### src/rtl/misr_response_analyzer_if.sv
// misr_response_analyzer_if
//   Bundles the response-analyser signals between the BIST controller / CUT
//   side (master) and the analyser itself (slave).
//   Optional macro: MISR_XMASK_EN adds the resp_mask X-mask signal.
//   master drives : start, resp_valid, resp, golden, [resp_mask]
//   slave drives  : busy, done, pass, signature, count
interface misr_response_analyzer_if #(
  parameter int CNT_W = 16
);
  logic             start;
  logic             resp_valid;
  logic [8:0]       resp;
  logic [8:0]       golden;
`ifdef MISR_XMASK_EN
  logic [8:0]       resp_mask;
`endif
  logic             busy;
  logic             done;
  logic             pass;
  logic [8:0]       signature;
  logic [CNT_W-1:0] count;

  modport master (
    output start, resp_valid, resp, golden,
`ifdef MISR_XMASK_EN
    output resp_mask,
`endif
    input  busy, done, pass, signature, count
  );

  modport slave (
    input  start, resp_valid, resp, golden,
`ifdef MISR_XMASK_EN
    input  resp_mask,
`endif
    output busy, done, pass, signature, count
  );
endinterface

### src/rtl/misr_response_analyzer.sv
// misr_response_analyzer
//   BIST response compactor. Folds one 9-bit CUT response per accepted beat
//   into a MISR on x^9 + x^4 + 1 (same shift direction as the pattern
//   generator), and after NUM_PATTERNS responses compares the signature with
//   the golden value.
//   Optional macro: MISR_XMASK_EN masks response bits (1 = forced to 0)
//   before compaction.
// Ports:
//   clk    in  clock, rising edge
//   reset  in  synchronous, active-high reset
//   bus    slave side of misr_response_analyzer_if
//          (start, resp_valid, resp, golden, [resp_mask] in;
//           busy, done, pass, signature, count out, all registered)
module misr_response_analyzer #(
  parameter logic [8:0] SEED         = 9'h000,
  parameter int         NUM_PATTERNS = 511,
  parameter int         CNT_W        = 16
) (
  input  logic                           clk,
  input  logic                           reset,
  misr_response_analyzer_if.slave        bus
);

  typedef enum logic [1:0] {
    IDLE = 2'd0,
    RUN  = 2'd1,
    DONE = 2'd2
  } state_t;

  // Count value at which the accepted response is the last one of the run.
  localparam logic [CNT_W-1:0] LAST_CNT = CNT_W'(NUM_PATTERNS - 1);

  // One MISR clock: shift up, feedback from taps 3 and 8 into bit 0,
  // then fold the response word in.
  function automatic logic [8:0] misr_step(input logic [8:0] sig,
                                           input logic [8:0] r);
    misr_step = {sig[7:0], sig[3] ^ sig[8]} ^ r;
  endfunction

  state_t           state_r, state_s;
  logic [8:0]       sig_r, sig_s;
  logic [CNT_W-1:0] count_r, count_s;
  logic             pass_r, pass_s;
  logic             busy_r;
  logic             done_r;
  logic [8:0]       resp_s;
  logic [8:0]       step_s;

  // Response word as seen by the MISR (X-masked when enabled).
  always_comb begin
`ifdef MISR_XMASK_EN
    resp_s = bus.resp & ~bus.resp_mask;
`else
    resp_s = bus.resp;
`endif
  end

  assign step_s = misr_step(sig_r, resp_s);

  // Next-state and next-value logic for the run controller.
  always_comb begin
    state_s = state_r;
    sig_s   = sig_r;
    count_s = count_r;
    pass_s  = pass_r;
    case (state_r)
      IDLE, DONE: begin
        // A (re)start reloads the seed; resp_valid is ignored here.
        if (bus.start) begin
          state_s = RUN;
          sig_s   = SEED;
          count_s = '0;
          pass_s  = 1'b0;
        end else begin
          state_s = state_r;
        end
      end
      RUN: begin
        // start is ignored while running.
        if (bus.resp_valid) begin
          sig_s   = step_s;
          count_s = count_r + CNT_W'(1);
          if (count_r == LAST_CNT) begin
            state_s = DONE;
            pass_s  = (step_s == bus.golden);
          end else begin
            state_s = RUN;
          end
        end else begin
          state_s = RUN;
        end
      end
      default: begin
        state_s = IDLE;
        sig_s   = 9'h000;
        count_s = '0;
        pass_s  = 1'b0;
      end
    endcase
  end

  // State and output registers; busy/done are decoded from the next state so
  // they change on the same edge as the state itself.
  always_ff @(posedge clk) begin
    if (reset) begin
      state_r <= IDLE;
      sig_r   <= 9'h000;
      count_r <= '0;
      pass_r  <= 1'b0;
      busy_r  <= 1'b0;
      done_r  <= 1'b0;
    end else begin
      state_r <= state_s;
      sig_r   <= sig_s;
      count_r <= count_s;
      pass_r  <= pass_s;
      busy_r  <= (state_s == RUN);
      done_r  <= (state_s == DONE);
    end
  end

  assign bus.busy      = busy_r;
  assign bus.done      = done_r;
  assign bus.pass      = pass_r;
  assign bus.signature = sig_r;
  assign bus.count     = count_r;

endmodule
### src/flat_wrapper.sv
// flat-port wrapper written by rule: the top's interface ports become plain ports
module misr_response_analyzer_flat 
#(
  parameter logic [8:0] SEED         = 9'h000,
  parameter int         NUM_PATTERNS = 511,
  parameter int         CNT_W        = 16
)
  (clk, reset, bus_start, bus_resp_valid, bus_resp, bus_golden, bus_busy, bus_done, bus_pass, bus_signature, bus_count);
  misr_response_analyzer_if #(.CNT_W(CNT_W)) bus_i ();
  input  logic clk;
  input  logic reset;
  input wire logic [$bits(bus_i.start)-1:0] bus_start;
  input wire logic [$bits(bus_i.resp_valid)-1:0] bus_resp_valid;
  input wire logic [$bits(bus_i.resp)-1:0] bus_resp;
  input wire logic [$bits(bus_i.golden)-1:0] bus_golden;
  output wire logic [$bits(bus_i.busy)-1:0] bus_busy;
  output wire logic [$bits(bus_i.done)-1:0] bus_done;
  output wire logic [$bits(bus_i.pass)-1:0] bus_pass;
  output wire logic [$bits(bus_i.signature)-1:0] bus_signature;
  output wire logic [$bits(bus_i.count)-1:0] bus_count;
  assign bus_i.start = bus_start;
  assign bus_i.resp_valid = bus_resp_valid;
  assign bus_i.resp = bus_resp;
  assign bus_i.golden = bus_golden;
  assign bus_busy = bus_i.busy;
  assign bus_done = bus_i.done;
  assign bus_pass = bus_i.pass;
  assign bus_signature = bus_i.signature;
  assign bus_count = bus_i.count;
  misr_response_analyzer #(.SEED(SEED), .NUM_PATTERNS(NUM_PATTERNS), .CNT_W(CNT_W)) u_core (.clk(clk), .reset(reset), .bus(bus_i));
endmodule
### config.mk
export PLATFORM = sky130hd
export DESIGN_NAME = misr_response_analyzer_flat
export DESIGN_NICKNAME = d
export VERILOG_FILES = /design/src/rtl/misr_response_analyzer_if.sv /design/src/rtl/misr_response_analyzer.sv /design/src/flat_wrapper.sv
export SDC_FILE = /design/constraint.sdc
export NUM_CORES = 1
export LEC_CHECK = 0
export CAP_MARGIN = 10
export CELL_PAD_IN_SITES_DETAIL_PLACEMENT = 1
export CELL_PAD_IN_SITES_GLOBAL_PLACEMENT = 1
export CORE_ASPECT_RATIO = 0.5
export CORE_MARGIN = 10
export CORE_UTILIZATION = 35
export CTS_BUF_LIST = sky130_fd_sc_hd__clkbuf_4
export CTS_CLUSTER_SIZE = 12
export DETAILED_ROUTE_END_ITERATION = 10
export PLACE_DENSITY = 0.82
export REMOVE_ABC_BUFFERS = 1
export SLEW_MARGIN = 20
export SYNTH_ARGS = -nofsm -noshare
export SYNTH_HDL_FRONTEND = slang
export SYNTH_SLANG_ARGS = --single-unit
### constraint.sdc
create_clock -name clk -period 2.9 [get_ports clk]
set_clock_uncertainty 0.1 [all_clocks]
set_input_delay 0.58 -clock clk [delete_from_list [all_inputs] [get_ports clk]]
set_output_delay 0.58 -clock clk [all_outputs]
set_load 0.03 [all_outputs]
Word-level counts from Yosys, hierarchy flattened:

Cells that the tools add are included.

* multiplexer cells: 14
* bitwise gates (word level): 2
* equality and inequality tests: 9
* add/sub/neg operators: 1
* reductions and logical operators: 4

Operators with widths (count)
* 2-to-1 mux 16 bit: 2
* one-hot mux 16 bit (2 select lines): 1
* 2-to-1 mux 9 bit: 2
* one-hot mux 9 bit (2 select lines): 1
* adder 16 x 1 -> 16 bit, second input constant: 1
* equality test 16 x 9 -> 1 bit, second input constant: 1
* equality test 9 bit: 1
* bitwise XOR 9 bit: 1
* 2-to-1 mux 2 bit: 3
* equality test 2 x 1 -> 1 bit, second input constant: 2
* equality test 2 bit, second input constant: 2
* != test 2 bit, second input constant: 2
* one-hot mux 2 bit (2 select lines): 1
* 2-to-1 mux 1 bit: 3
* AND reduction 3 bit: 1
* zero test 2 bit: 1
* != test 2 x 1 -> 1 bit, second input constant: 1
* one-hot mux 1 bit (2 select lines): 1
* AND reduction 2 bit: 1
* OR reduction 2 bit: 1
* bitwise XOR 1 bit: 1

* word-level logic and storage cells: 36
* register bits after elaboration: 30
* output and inout port bits: 28

Logic depth before layout (Yosys ltp):

* depth in word-level cells: 6
* gate-level depth with buffers: 6
* depth with buffers taken out: 5

Least setup slack after synthesis:

Ideal clock, no wire load.

* path kind: reg-to-reg
* start point: register u_core.count_r[1], in the netlist u_core.bus.count[1]
* end point: register u_core.count_r[12], in the netlist u_core.bus.count[12]
* path buffers: 0
* library setup time: 0.070 ns
* period minus slack after synthesis: 2.238 ns
* required time: 2.730 ns
* arrival time: 2.068 ns
* cell stages (with the launch flop): 6
* path slack: 0.662 ns
* cells stage by stage: dfxtp_1 ha_1 clkinv_1 or4_1 or4_1 a21oi_1

* longest elaborated chain between the ends: 3

Ends and longest elaborated chain
* start: declaration: RTL line misr_response_analyzer.sv:42 `logic [CNT_W-1:0] count_r, count_s;`
* start signal: assignment: RTL line misr_response_analyzer.sv:115 `count_r <= count_s;`
* adder 16 x 1 -> 16 bit: RTL line misr_response_analyzer.sv:82 `count_s = count_r + CNT_W'(1);`
* 2-to-1 mux 16 bit: RTL line misr_response_analyzer.sv:80 `if (bus.resp_valid) begin`
* one-hot mux 16 bit (2 select lines): RTL line misr_response_analyzer.sv:66 `case (state_r)`

Every way passes these cells. The select of a mux whose other input is x is not followed.
A chain may end at the register's enable or synchronous reset.

Final worst setup path:

* start point: input port bus_resp_valid
* end point: register u_core.count_r[12], in the netlist u_core.bus.count[12]

* longest elaborated chain between the ends: 2

Ends and longest elaborated chain
* start: declaration: RTL line flat_wrapper.sv:13 `input wire logic [$bits(bus_i.resp_valid)-1:0] bus_resp_valid;`
* != test 2 bit (no source line)
* AND reduction 2 bit (no source line)

Every way passes these cells.

==> implementation parameters <==
Parameter                              Value

Timing
  Worst hold-check slack ... 0.4222 ns
  Highest Clock Rate ... approximately 0.42 GHz
  Pins over their slew limit ... 0
  Tightest slew margin relative to the limit ... 60.03%
  Final critical-path share of the clock period ... between 80 and 90%
  Crit path setup slack, layout ... 0.5173 ns
  Setup Total Neg Slack ... 0 ns
  Setup repair after global routing missed its margin ... false
  Final hold violation count ... 0
  Worst Tran Pin Value ... 0.5982 ns
  Final number of setup-violating endpoints ... 0
  Fin crit period ... 2.383 ns

Yosys
  Count of distinct cell types in the synthesized netlist ... 38
  Main synth FF type ... dfxtp_1
  Avg Synthesized Cell Area ... 8.866 um2
  Post-synthesis cell type with the largest combined area ... dfxtp_1
  Post-synthesis xor/xnor area fraction ... roughly 16%
  Most instantiated library cell after synthesis ... dfxtp_1
  Biggest area contributors in the synthesized netlist ... dfxtp_1, xor2_1, a21oi_1
  Number of flip-flops and latches in the synthesized netlist ... 30
  Number of enable flip-flop cells after synthesis ... 0
  Seq/Total Area, Yosys ... 38.71%
  Post-synthesis adder-cell area fraction ... 1.613%
  Complex-gate fraction of the synthesized area ... 15.56%
  Most numerous cell types in the synthesized netlist ... dfxtp_1, a21oi_1, nor2_1
  Largest family of logic cells by synthesized area ... simple AND/OR/NAND/NOR gates
  Area share of the largest cell type after synthesis ... between 30% and 40%
  Share of cell area taken by muxes after synthesis ... 0%
  Syn. warnings ... 0
  Summed instance area of the synthesized netlist ... 1551 um2
  Synthesized instance count ... approximately 180
  Area fraction in and, or, nand and nor cells after synthesis ... 23.71%
  Share of synthesized registers carrying an async set or reset ... 0%

CTS
  Number of buffers added for setup after CTS ... 0
  Number of buffers inserted by hold repair at cts ... 0
  CTS clock-pin slew for the worst setup and hold paths ... 0.10 ns
  CTS tree ... done
  CTS Buf Count ... 5
  Number of H-tree levels ... 2
  Number of buffers on the longest clock path ... 2
  Count of cells resized by post-cts repair ... 0
  Number of sinks on the clock net ... 30
  Source-to-sink clock delay at the later pin of the worst-skew pair ... 0.33 ns
  CTS Root Buffer Type ... clkbuf_4

Critical path
  Largest stage delay on the critical path ... 0.59 ns
  Category of the most critical setup path ... primary input to register
  Chain of cells forming the critical path ... clkdlybuf4s50_1, nor3b_1, or4_1, or4_1, a21oi_1
  Signal arrival time at the worst endpoint ... 2.54 ns
  Data required time of the critical path ... 3.06 ns
  Category of the worst setup path launch point ... primary input
  Critical path's slowest cell ... or4_1
  CP most frequent cell ... or4_1
  Critical path capture point type ... register
  Gate family responsible for the most delay along the worst path ... simple AND/OR/NAND/NOR gates
  Critical path buffer and inverter count ... 1
  Largest fanout of any net on the critical path ... 7

Detailed routing
  Iteration-0 DRC Markers ... 44
  WL/cell ... 16.55 um
  Remaining antenna violation count after routing ... 0
  Via/cell ratio ... 5.183
  Detailed-route via count ... 1,446
  Pre-antenna DRT Iters ... 3
  Final Routed Wirelength ... ~4.6 mm
  DR DRC count ... 0

Finish
  Filler cell count ... 498
  ANT cells ... 0
  Share of final-layout standard cells stronger than drive strength 1 ... 5.333%
  Area Overhead vs Synth ... 37.18%
  Layout net count ... 248
  Final Non-Filler Cells ... 279
  Utilization after layout ... between 50 and 60%

Place
  DP Cell Count ... roughly 270
  Pre-CTS setup slack ... 0.1869 ns
  Final RePlAce weighted congestion ... roughly 0.82
  Port-buffer cells ... 49
  HPWL after DPL ... ~3.6 mm

Floorplanning
  Effective utilization at floorplan ... 37.99%
  # IOs ... 50
  # rows ... 16
  Placeable core area ... 4084 um2
  Die area ... 7658 um2
  Die width ... 114.2 um
  Die height ... 67.08 um

Status
  Status ... finished clean

Min path
  HP Class ... register to register

Power
  Power density over the cells ... 374.3 nW/um2
  Peak supply drop ... ~0.16 mV
  Static leakage ... 0.7357 nW

Job
  Max-cap violation count ... 0

GRT
  Number of antenna violations at the first check in global routing ... 0
  Wire length of the first global-routing pass ... 7.672 mm
  Overflow left after global routing ... 0
  Global routing usage summed across all routing layers ... 12.45%
  Maximum number of pins on one net before global-route repair ... 15
  Via count of the first global-routing pass ... 1,539
[worst register-to-register path: stages (launching register included)]
cell      delay (ns)
dfxtp_1         0.43
ha_1            0.18
clkinv_1        0.09
or4_1           0.64
or4_1           0.54
a21oi_1         0.14
[final timing paths]
path / start / end / slack, ns / cells past startpoint
max: bus_resp_valid / u_core.bus.count[12]$_SDFFE_PP0P_ / 0.52 / 5
min reg2reg: u_core.bus.count[15]$_SDFFE_PP0P_ / u_core.bus.count[15]$_SDFFE_PP0P_ / 0.42 / 2
max reg2reg: u_core.bus.count[1]$_SDFFE_PP0P_ / u_core.bus.count[12]$_SDFFE_PP0P_ / 0.71 / 5
min: u_core.bus.count[15]$_SDFFE_PP0P_ / u_core.bus.count[15]$_SDFFE_PP0P_ / 0.42 / 2
[stage by stage]
step	instance area, um2	total power [mW]
4_1_cts	2128	0.8011
2_1_floorplan	1514	0.5053
5_1_grt	2128	0.8359
3_3_place_gp	2079	0.5676
3_5_place_dp	2079	0.5698
6_report	2128	0.7966
[per-layer routing]
layer	routed length (um)	part of all wire, %	vias up	global-route usage (%)
met3	255	5.5	4	4.647
met4	59	1.3	0	3.882
met1	1982	43	690	13.58
li1	-	-	725	-
met5	0	0	-	0
met2	2321	50	27	22.25
[cell families after synthesis]
family / count (synthesis)
AND/OR/NAND/NOR: 66
AO/OA/AOI/OAI: 39
flip-flops: 30
XOR/XNOR: 22
buffers and inverters: 16
adder cells (fa/ha/maj): 2
[layout make-up]
type                    instances  area, um2  share of cell area (%)
inverters                       8      30.03                   1.411
flip-flops and latches         30      600.6                   28.22
repair buffers                 50      498.0                   23.40
clock inverters                 3      11.26                  0.5291
well taps                      54      67.56                   3.175
clock buffers                   5      37.54                   1.764
multi-input cells             129      883.3                   41.51
[flip-flops by register name, summed over array words and instances (netlist names)]
name                  flops
u_core.state_r            2
u_core.bus.done           1
u_core.bus.busy           1
u_core.bus.signature      9
u_core.bus.pass           1
u_core.bus.count         16
[power breakdown]
part           internal (mW)  leakage (nW)  total [mW]  switching (mW)
Combinational         0.0682         0.465       0.133          0.0646
Sequential             0.419         0.243       0.426         0.00737
Clock                 0.0864        0.0277       0.237           0.151
[cell usage in the layout, fill, tap and decap left out, drive strengths merged, types with 5 or more instances in the layout]
master / netlist / layout
a22oi: 8 / 8
nand2: 8 / 8
dfxtp: 30 / 30
o21ai: 5 / 5
o31ai: 5 / 5
xor2: 11 / 11
nand3: 5 / 5
or3: 5 / 5
xnor2: 7 / 7
clkdlybuf4s50: 0 / 49
nor2: 16 / 16
or4: 7 / 7
clkbuf: 7 / 5
inv: 7 / 7
nor3: 5 / 5
a21oi: 17 / 17
(Power assumes the default switching activity.)
